[config.mk]
export PLATFORM = sky130hd
export DESIGN_NAME = regfile_wb_arbiter
export DESIGN_NICKNAME = d
export VERILOG_FILES = /design/src/rtl/regfile_wb_arbiter.sv
export SDC_FILE = /design/constraint.sdc
export NUM_CORES = 1
export LEC_CHECK = 0
export ABC_AREA = 1
export ABC_CLOCK_PERIOD_IN_PS = 2820
export CAP_MARGIN = 20
export CORE_MARGIN = 8
export CORE_UTILIZATION = 40
export CTS_CLUSTER_DIAMETER = 200
export DETAILED_ROUTE_END_ITERATION = 7
export PLACE_DENSITY = 0.94
export SYNTH_ARGS = -nofsm -noshare
export SYNTH_HDL_FRONTEND = slang
export SYNTH_SLANG_ARGS = --single-unit
[constraint.sdc]
create_clock -name clock -period 2.82 [get_ports clock]
set_input_delay 0.564 -clock clock [delete_from_list [all_inputs] [get_ports clock]]
set_output_delay 0.564 -clock clock [all_outputs]
set_load 0.1 [all_outputs]
[src/rtl/regfile_wb_arbiter.sv]
// Write-back arbiter sharing the register file's single write port among NREQ sources.
// Define REGWB_ARB_RR_EN for round-robin priority; otherwise the lowest index wins.
module regfile_wb_arbiter #(
   parameter int NREQ  = 4,
   parameter int CNT_W = 16
) (
   input  logic                 clock,
   input  logic                 ctrl_reset,
   input  logic [NREQ-1:0]      req_valid,
   input  logic [5*NREQ-1:0]    req_reg,
   input  logic [32*NREQ-1:0]   req_data,
   output logic [NREQ-1:0]      req_ready,
   input  logic                 stall,
   output logic                 ctrl_writeEnable,
   output logic [4:0]           ctrl_writeReg,
   output logic [31:0]          data_writeReg,
   output logic [CNT_W-1:0]     contention_count
);

   localparam int PW = $clog2(NREQ);

   logic [PW-1:0]    ptr_q, ptr_d;
   logic [NREQ-1:0]  grant;
   logic             xfer;
   logic [PW-1:0]    sel;
   int               idx;
   logic [4:0]       wreg;
   logic [31:0]      wdata;
   logic             lose;
`ifdef REGWB_ARB_RR_EN
   logic [PW-1:0]    gidx;
`endif

   logic             we_q, we_d;
   logic [4:0]       reg_q, reg_d;
   logic [31:0]      data_q, data_d;
   logic [CNT_W-1:0] cnt_q, cnt_d;

   // Search starts at ptr and wraps; first valid requester wins.
   always_comb begin
      grant = '0;
      xfer  = 1'b0;
      idx   = 0;
      sel   = '0;
`ifdef REGWB_ARB_RR_EN
      gidx  = '0;
`endif
      if (!ctrl_reset && !stall) begin
         for (int k = 0; k < NREQ; k++) begin
            idx = int'(ptr_q) + k;
            if (idx >= NREQ) idx = idx - NREQ;
            sel = PW'(idx);
            if (!xfer && req_valid[sel]) begin
               xfer       = 1'b1;
               grant[sel] = 1'b1;
`ifdef REGWB_ARB_RR_EN
               gidx       = sel;
`endif
            end
         end
      end
   end

   always_comb begin
      wreg  = '0;
      wdata = '0;
      for (int i = 0; i < NREQ; i++) begin
         if (grant[i]) begin
            wreg  = req_reg[5*i +: 5];
            wdata = req_data[32*i +: 32];
         end
      end
   end

   always_comb begin
      we_d   = xfer && (wreg != 5'd0);
      reg_d  = xfer ? wreg  : reg_q;
      data_d = xfer ? wdata : data_q;
`ifdef REGWB_ARB_RR_EN
      ptr_d  = ptr_q;
      if (xfer) ptr_d = (gidx == PW'(NREQ-1)) ? '0 : gidx + 1'b1;
`else
      ptr_d  = '0;
`endif
      lose   = |(req_valid & ~grant);
      cnt_d  = (lose && cnt_q != '1) ? cnt_q + 1'b1 : cnt_q;
   end

   always_ff @(posedge clock) begin
      if (ctrl_reset) begin
         we_q   <= 1'b0;
         reg_q  <= '0;
         data_q <= '0;
         ptr_q  <= '0;
         cnt_q  <= '0;
      end else begin
         we_q   <= we_d;
         reg_q  <= reg_d;
         data_q <= data_d;
         ptr_q  <= ptr_d;
         cnt_q  <= cnt_d;
      end
   end

   assign req_ready        = grant;
   assign ctrl_writeEnable = we_q;
   assign ctrl_writeReg    = reg_q;
   assign data_writeReg    = data_q;
   assign contention_count = cnt_q;

endmodule

==> flow_summary.ini, run 1 <==
[sta]
period_utilization_post_route_pct = 84.1
hold_violations = 0
final_critical_path_setup_slack_ps = 449
setup_viol = 0
total_count_of_max_transition_violations_in_the_final_report = 0
timing.final.crit_period_ps = 2370
timing.slew.headroom_pct = 67.2
clk_skew_ps = 5.35
fmax_mhz = 422
finalSetupTns_ps = 0
grt_setup_unrepaired = no
max_slew.worst_pin.slew_ps = 491

[drt]
detailedRoute.firstIterationViolations = 153
drtPass1Iterations = 5
routed_wirelength_um = 14000
antenna_left = 0
detailroute.via_count = 4343
final_routed_wire_length_divided_by_cell_count_um = 16.5
drc = 0
route.detailed.vias_per_inst = 5.12

[synthesis]
post_synth_and_or_nand_nor_area_fraction_pct = 37.6
xor_xnor_share_of_the_synthesized_area_pct = 1.85
yosys_register_bits = 54
synth_top_cell_area_share_pct = 32.6
yosys.cell_types.count = 27
synth_area_um2 = 3320
synth-warning-count = 0
mappedNetlistNets = 699
netlist_top_cells_area = dfxtp_1 (33%), nand2_1 (23%), a21oi_1 (9.5%)
synthAdderAreaFrac_pct = 0.377
synth_mux_area_share_pct = 0
synth_compound_gate_area_share_pct = 17.6
netlist_instances = 543
ys_seq_area_share_pct = 32.6
yosysTopAreaCell = dfxtp_1
avgSynthCellArea_um2 = 6.12
synth_top_family_by_area = simple AND/OR/NAND/NOR gates

[worst_setup_path]
timing_worst_setup_path_type = input pin to primary output
critical_path_peak_fanout = 6
worstSetupStartpointType = input pin
cp.arrival_ps = 1810
cp_required_ps = 2260
worst_setup_path_end_kind = primary output

[floorplanning]
die_w_um = 107
core.rowCount = 33
core-area_um2 = 8130
start_util_pct = 40.8
die_height_um = 107
pin_count = 213
die_area_um2 = 11500

[clock_tree]
clkSlewWorstSetupHoldPaths_ps = 100
clock-root-buffer = clkbuf_8
worst_skew_pair.late_latency_ps = 310
cts-hold-fix-buffers = 0
clock_tree_buffer_depth = 2
cts_sinks = 54
clock_tree_from_tritoncts = built
numCtsBuffers = 5
post_cts.resized_instances = 0
htreeDepth = 2
cts_setup_buffers = 0

[power]
design_power_total_w = 0.00225
p_leak_nw = 2.53
pwr_density_cell_nw_per_um2 = 405
max-vdd-ir-drop_uv = 238

[global_routing]
number_of_global_route_vias_before_repair = 4540
grt_use_total_pct = 23.9
grt_pass1_wl_um = 22200
grt.overflow.total = 0
pin_count_of_the_biggest_net_entering_global_routing = 40
grt_antenna_before_repair = 0

[placement]
buffer_ports.inserted = 212
pre_cts_ws_ps = 329
half_perimeter_wire_length_after_placement_um = 11000
gp_congestion = 0.850

[final_layout]
final_common_cell = nand2_1
area.growth.synth_to_final_pct = 67.3
post-route-util_pct = 68.3
top_library_cells_by_usage_in_the_layout_fill_and_taps_aside = nand2_1 (200), clkdlybuf4s50_1 (154), a21oi_1 (63), buf_4 (63), dfxtp_1 (54)
final_nets = 899
insertedDiodeCount = 0
final_layout_size_suffix_gt1_share_pct = 13.6

[min_path]
hp-class = register to register

[run_status]
run_status = complete, no violations

[flow_run]
timing.max_cap.violations = 0
[power by group]
group | total, W | internal [W] | switching [W] | leakage [nW]
clock network | 0.000650 | 0.000379 | 0.000271 | 0.0714
logic | 0.000771 | 0.000299 | 0.000473 | 2.02
registers | 0.000827 | 0.000802 | 0.0000250 | 0.441
total | 0.00225 | 0.00148 | 0.000769 | 2.53
[per-stage QoR]
| stage | instances | instance area, um2 | hold slack [ps] |
|---|---|---|---|
| after global routing | 849 | 5560 | 557 |
| after global placement | 841 | 5410 | 500 |
| after floorplan | 543 | 3320 | 735 |
| after detailed placement | 841 | 5410 | 514 |
| after CTS | 849 | 5560 | 530 |
| final | 849 | 5560 | 529 |
[state kept, by name (all words and copies together), names as in the netlist]
name              flops
contention_count     16
ctrl_writeEnable      1
ctrl_writeReg         5
data_writeReg        32
[worst max-delay path: stages]
cell and delay (ps):
clkdlybuf4s50_1 500, nor2_4 230, nand2_1 120, nor2_4 190, buf_12 200
[path summary, 6_finish.rpt]
path                         from                    to  slack [ps]  depth (start not counted)
max reg2reg   contention_count[0]   contention_count[5]         950                          9
max                    ctrl_reset          req_ready[3]         450                          5
min reg2reg  contention_count[15]  contention_count[15]         530                          2
min          contention_count[15]  contention_count[15]         530                          2
[synthesized netlist by cell type]
cell,instances
nor2_2,2
inv_2,5
nor2_1,28
buf_4,6
xnor2_1,2
clkbuf_1,9
and2_1,1
nand3b_1,2
a21oi_1,63
nor3_1,1
o21ai_1,17
ha_1,1
o21ai_0,21
o21ai_2,1
a21oi_2,8
buf_6,1
nand3_2,1
xor2_1,5
inv_1,42
nand2_4,1
buf_2,13
nand2_2,2
nor2_4,4
dfxtp_1,54
nand4_1,9
nand2_1,200
nand3_1,44
[final cells by class]
type	count	area [um2]
clock buffer	6	82.6
tap	105	131
multi-input combinational	413	1910
fill	665	2580
inverter	47	176
timing repair buffer	222	2110
clock inverter	2	60.1
sequential	54	1080
[layer usage]
layer / global-route usage [%] / vias up / routed length (um) / share of wire [%]
met5: 0 / - / 0 / 0
met4: 9.45 / 0 / 384 / 2.7
met3: 9.00 / 26 / 1380 / 9.9
met2: 42.2 / 184 / 7060 / 50
met1: 24.9 / 1991 / 5190 / 37
li1: - / 2142 / - / -
[logic make-up after synthesis]
kind of cell | after synthesis
buffers and inverters | 76
adder cells (fa/ha/maj) | 1
flip-flops | 54
XOR/XNOR | 7
AND/OR/NAND/NOR | 295
AO/OA/AOI/OAI | 110
(Power assumes the default switching activity.)
==> run 2, diff against run 1 <==
Settings changed: ABC_CLOCK_PERIOD_IN_PS 2820 to 2300, CORE_UTILIZATION 40 to 37, PLACE_DENSITY 0.94 to 0.89.
Clock period 2.82 ns to 2.3 ns, I/O delays scaled along.
==> run 2 against run 1 <==
Against the previous run: sequential share of layout area up 0.098 points; setup slack worse by 280 ps; die area up 6.9%; non-clock buffer count up 6; clock power down 21%; critical endpoint unchanged; power up 10%.
==> flow_summary.ini, run 2 (synthesized netlist as in run 1, its figures left out) <==
[sta]
clk_skew_ps = 1.80
setup_viol = 0
hold_violations = 0
grt_setup_unrepaired = no
finalSetupTns_ps = 0
timing.final.crit_period_ps = 2140
timing.slew.headroom_pct = 74.3
max_slew.worst_pin.slew_ps = 386
total_count_of_max_transition_violations_in_the_final_report = 0
fmax_mhz = 468
worst_hold_margin_ps = 519
period_utilization_post_route_pct = 92.9

[drt]
route.detailed.vias_per_inst = 5.10
drc = 0
drtPass1Iterations = 4
routed_wirelength_um = 13600
final_routed_wire_length_divided_by_cell_count_um = 15.9
detailedRoute.firstIterationViolations = 189
antenna_left = 0
detailroute.via_count = 4370

[power]
p_sw_share_pct = 36.7
seqPwrFrac_pct = 41.1
power_switching_w = 0.000907
p_leak_nw = 2.53
power.share.clock_pct = 20.7
p_int_w = 0.00157
max-vdd-ir-drop_uv = 254
share_comb_of_total_power_pct = 38.2
pwr_density_cell_nw_per_um2 = 446

[floorplanning]
die_area_um2 = 12300
pin_count = 213
start_util_pct = 38.1
core-area_um2 = 8720
die_w_um = 111
core.rowCount = 34
die_height_um = 111

[global_routing]
pin_count_of_the_biggest_net_entering_global_routing = 40
grt_antenna_before_repair = 0
grt_pass1_wl_um = 21600
number_of_global_route_vias_before_repair = 4497
grt_use_total_pct = 21.0
grt.overflow.total = 0

[min_path]
whs_path_depth = 2
critical_hold_path_startpoint = contention_count[1]
hp-class = register to register

[run_status]
run_status = complete, no violations

[final_layout]
insertedDiodeCount = 0
final_layout_size_suffix_gt1_share_pct = 14.2
final_common_cell = nand2_1
largest_register_ffs = 32
fillerInstances = 781
top_library_cells_by_usage_in_the_layout_fill_and_taps_aside = nand2_1 (200), clkdlybuf4s50_1 (154), buf_4 (69)
final_nets = 905
area.growth.synth_to_final_pct = 66.9
instances_no_fill = 857

[placement]
half_perimeter_wire_length_after_placement_um = 11200
buffer_ports.inserted = 212
dp.cells = 850
gp_congestion = 0.864

[clock_tree]
cts-hold-fix-buffers = 0
numCtsBuffers = 5
clock_tree_buffer_depth = 2
worst_skew_pair.late_latency_ps = 300
clock_tree_from_tritoncts = built
cts_sinks = 54
cts_setup_buffers = 0
post_cts.resized_instances = 0
clkSlewWorstSetupHoldPaths_ps = 90
htreeDepth = 2
clock-root-buffer = clkbuf_8

[worst_setup_path]
worstSetupStartpointType = input pin
critical_path_peak_fanout = 4
worst_setup_path_end_kind = primary output
timing.reg2reg.worst_path_depth = 9
timing_worst_setup_path_type = input pin to primary output
cp_required_ps = 1840
cp.arrival_ps = 1680
worst_setup_path_startpoint = req_valid[0]
reg2reg_launch_point = contention_count[0]

[flow_run]
timing.max_cap.violations = 0
==> run 2: critical path, cell delays in order <==
cell	delay (ps)
clkdlybuf4s50_1	460
nor2_2	240
nand2_2	130
nor2_4	180
buf_12	190
==> run 2: cell type report <==
cell class	instances	area (um2)	share of cell area, %
Inverter	47	176	3.18
Multi-Input combinational cell	413	1910	34.5
Sequential cell	54	1080	19.6
Timing Repair Buffer	228	2160	39.0
Clock buffer	7	76.3	1.38
Tap cell	108	135	2.44
==> run 2: final timing paths <==
| check | endpoint | slack, ps |
|---|---|---|
| setup reg to reg | contention_count[14] | 550 |
| hold / removal | contention_count[1] | 520 |
| hold reg to reg | contention_count[1] | 520 |
| setup / recovery | req_ready[3] | 160 |
==> run 2: power by group through the flow <==
stage                     clock, W  combinational [W]  sequential [W]
after floorplan                  0           0.000188         0.00138
after global placement           0           0.000935         0.00103
final                     0.000512           0.000945         0.00102
after detailed placement         0           0.000948         0.00104
after CTS                 0.000516           0.000949         0.00102
after global routing      0.000557           0.000995         0.00102
==> run 2: through the flow <==
step	worst slack, ps	util, %	power (W)	area, um2
2_1_floorplan	103	-	0.00157	3320
3_3_place_gp	227	62.7	0.00197	5470
3_5_place_dp	145	62.7	0.00198	5470
4_1_cts	171	63.5	0.00248	5540
5_1_grt	107	63.5	0.00257	5540
6_report	164	63.5	0.00247	5540
==> run 2: metal layers <==
layer  vias to the layer above  global-route usage [%]  share of wire (%)
li1                       2147                       -                  -
met1                      2006                    21.0                 37
met2                       185                    37.8                 50
met3                        32                    8.66                 10
met4                         0                    7.57                2.9
met5                         -                       0                  0
==> run 3, diff against run 2 <==
Settings changed: SLEW_MARGIN from default to 30.
==> results of run 3 <==
No change in the layout: final DEF, timing and power equal those of run 2.
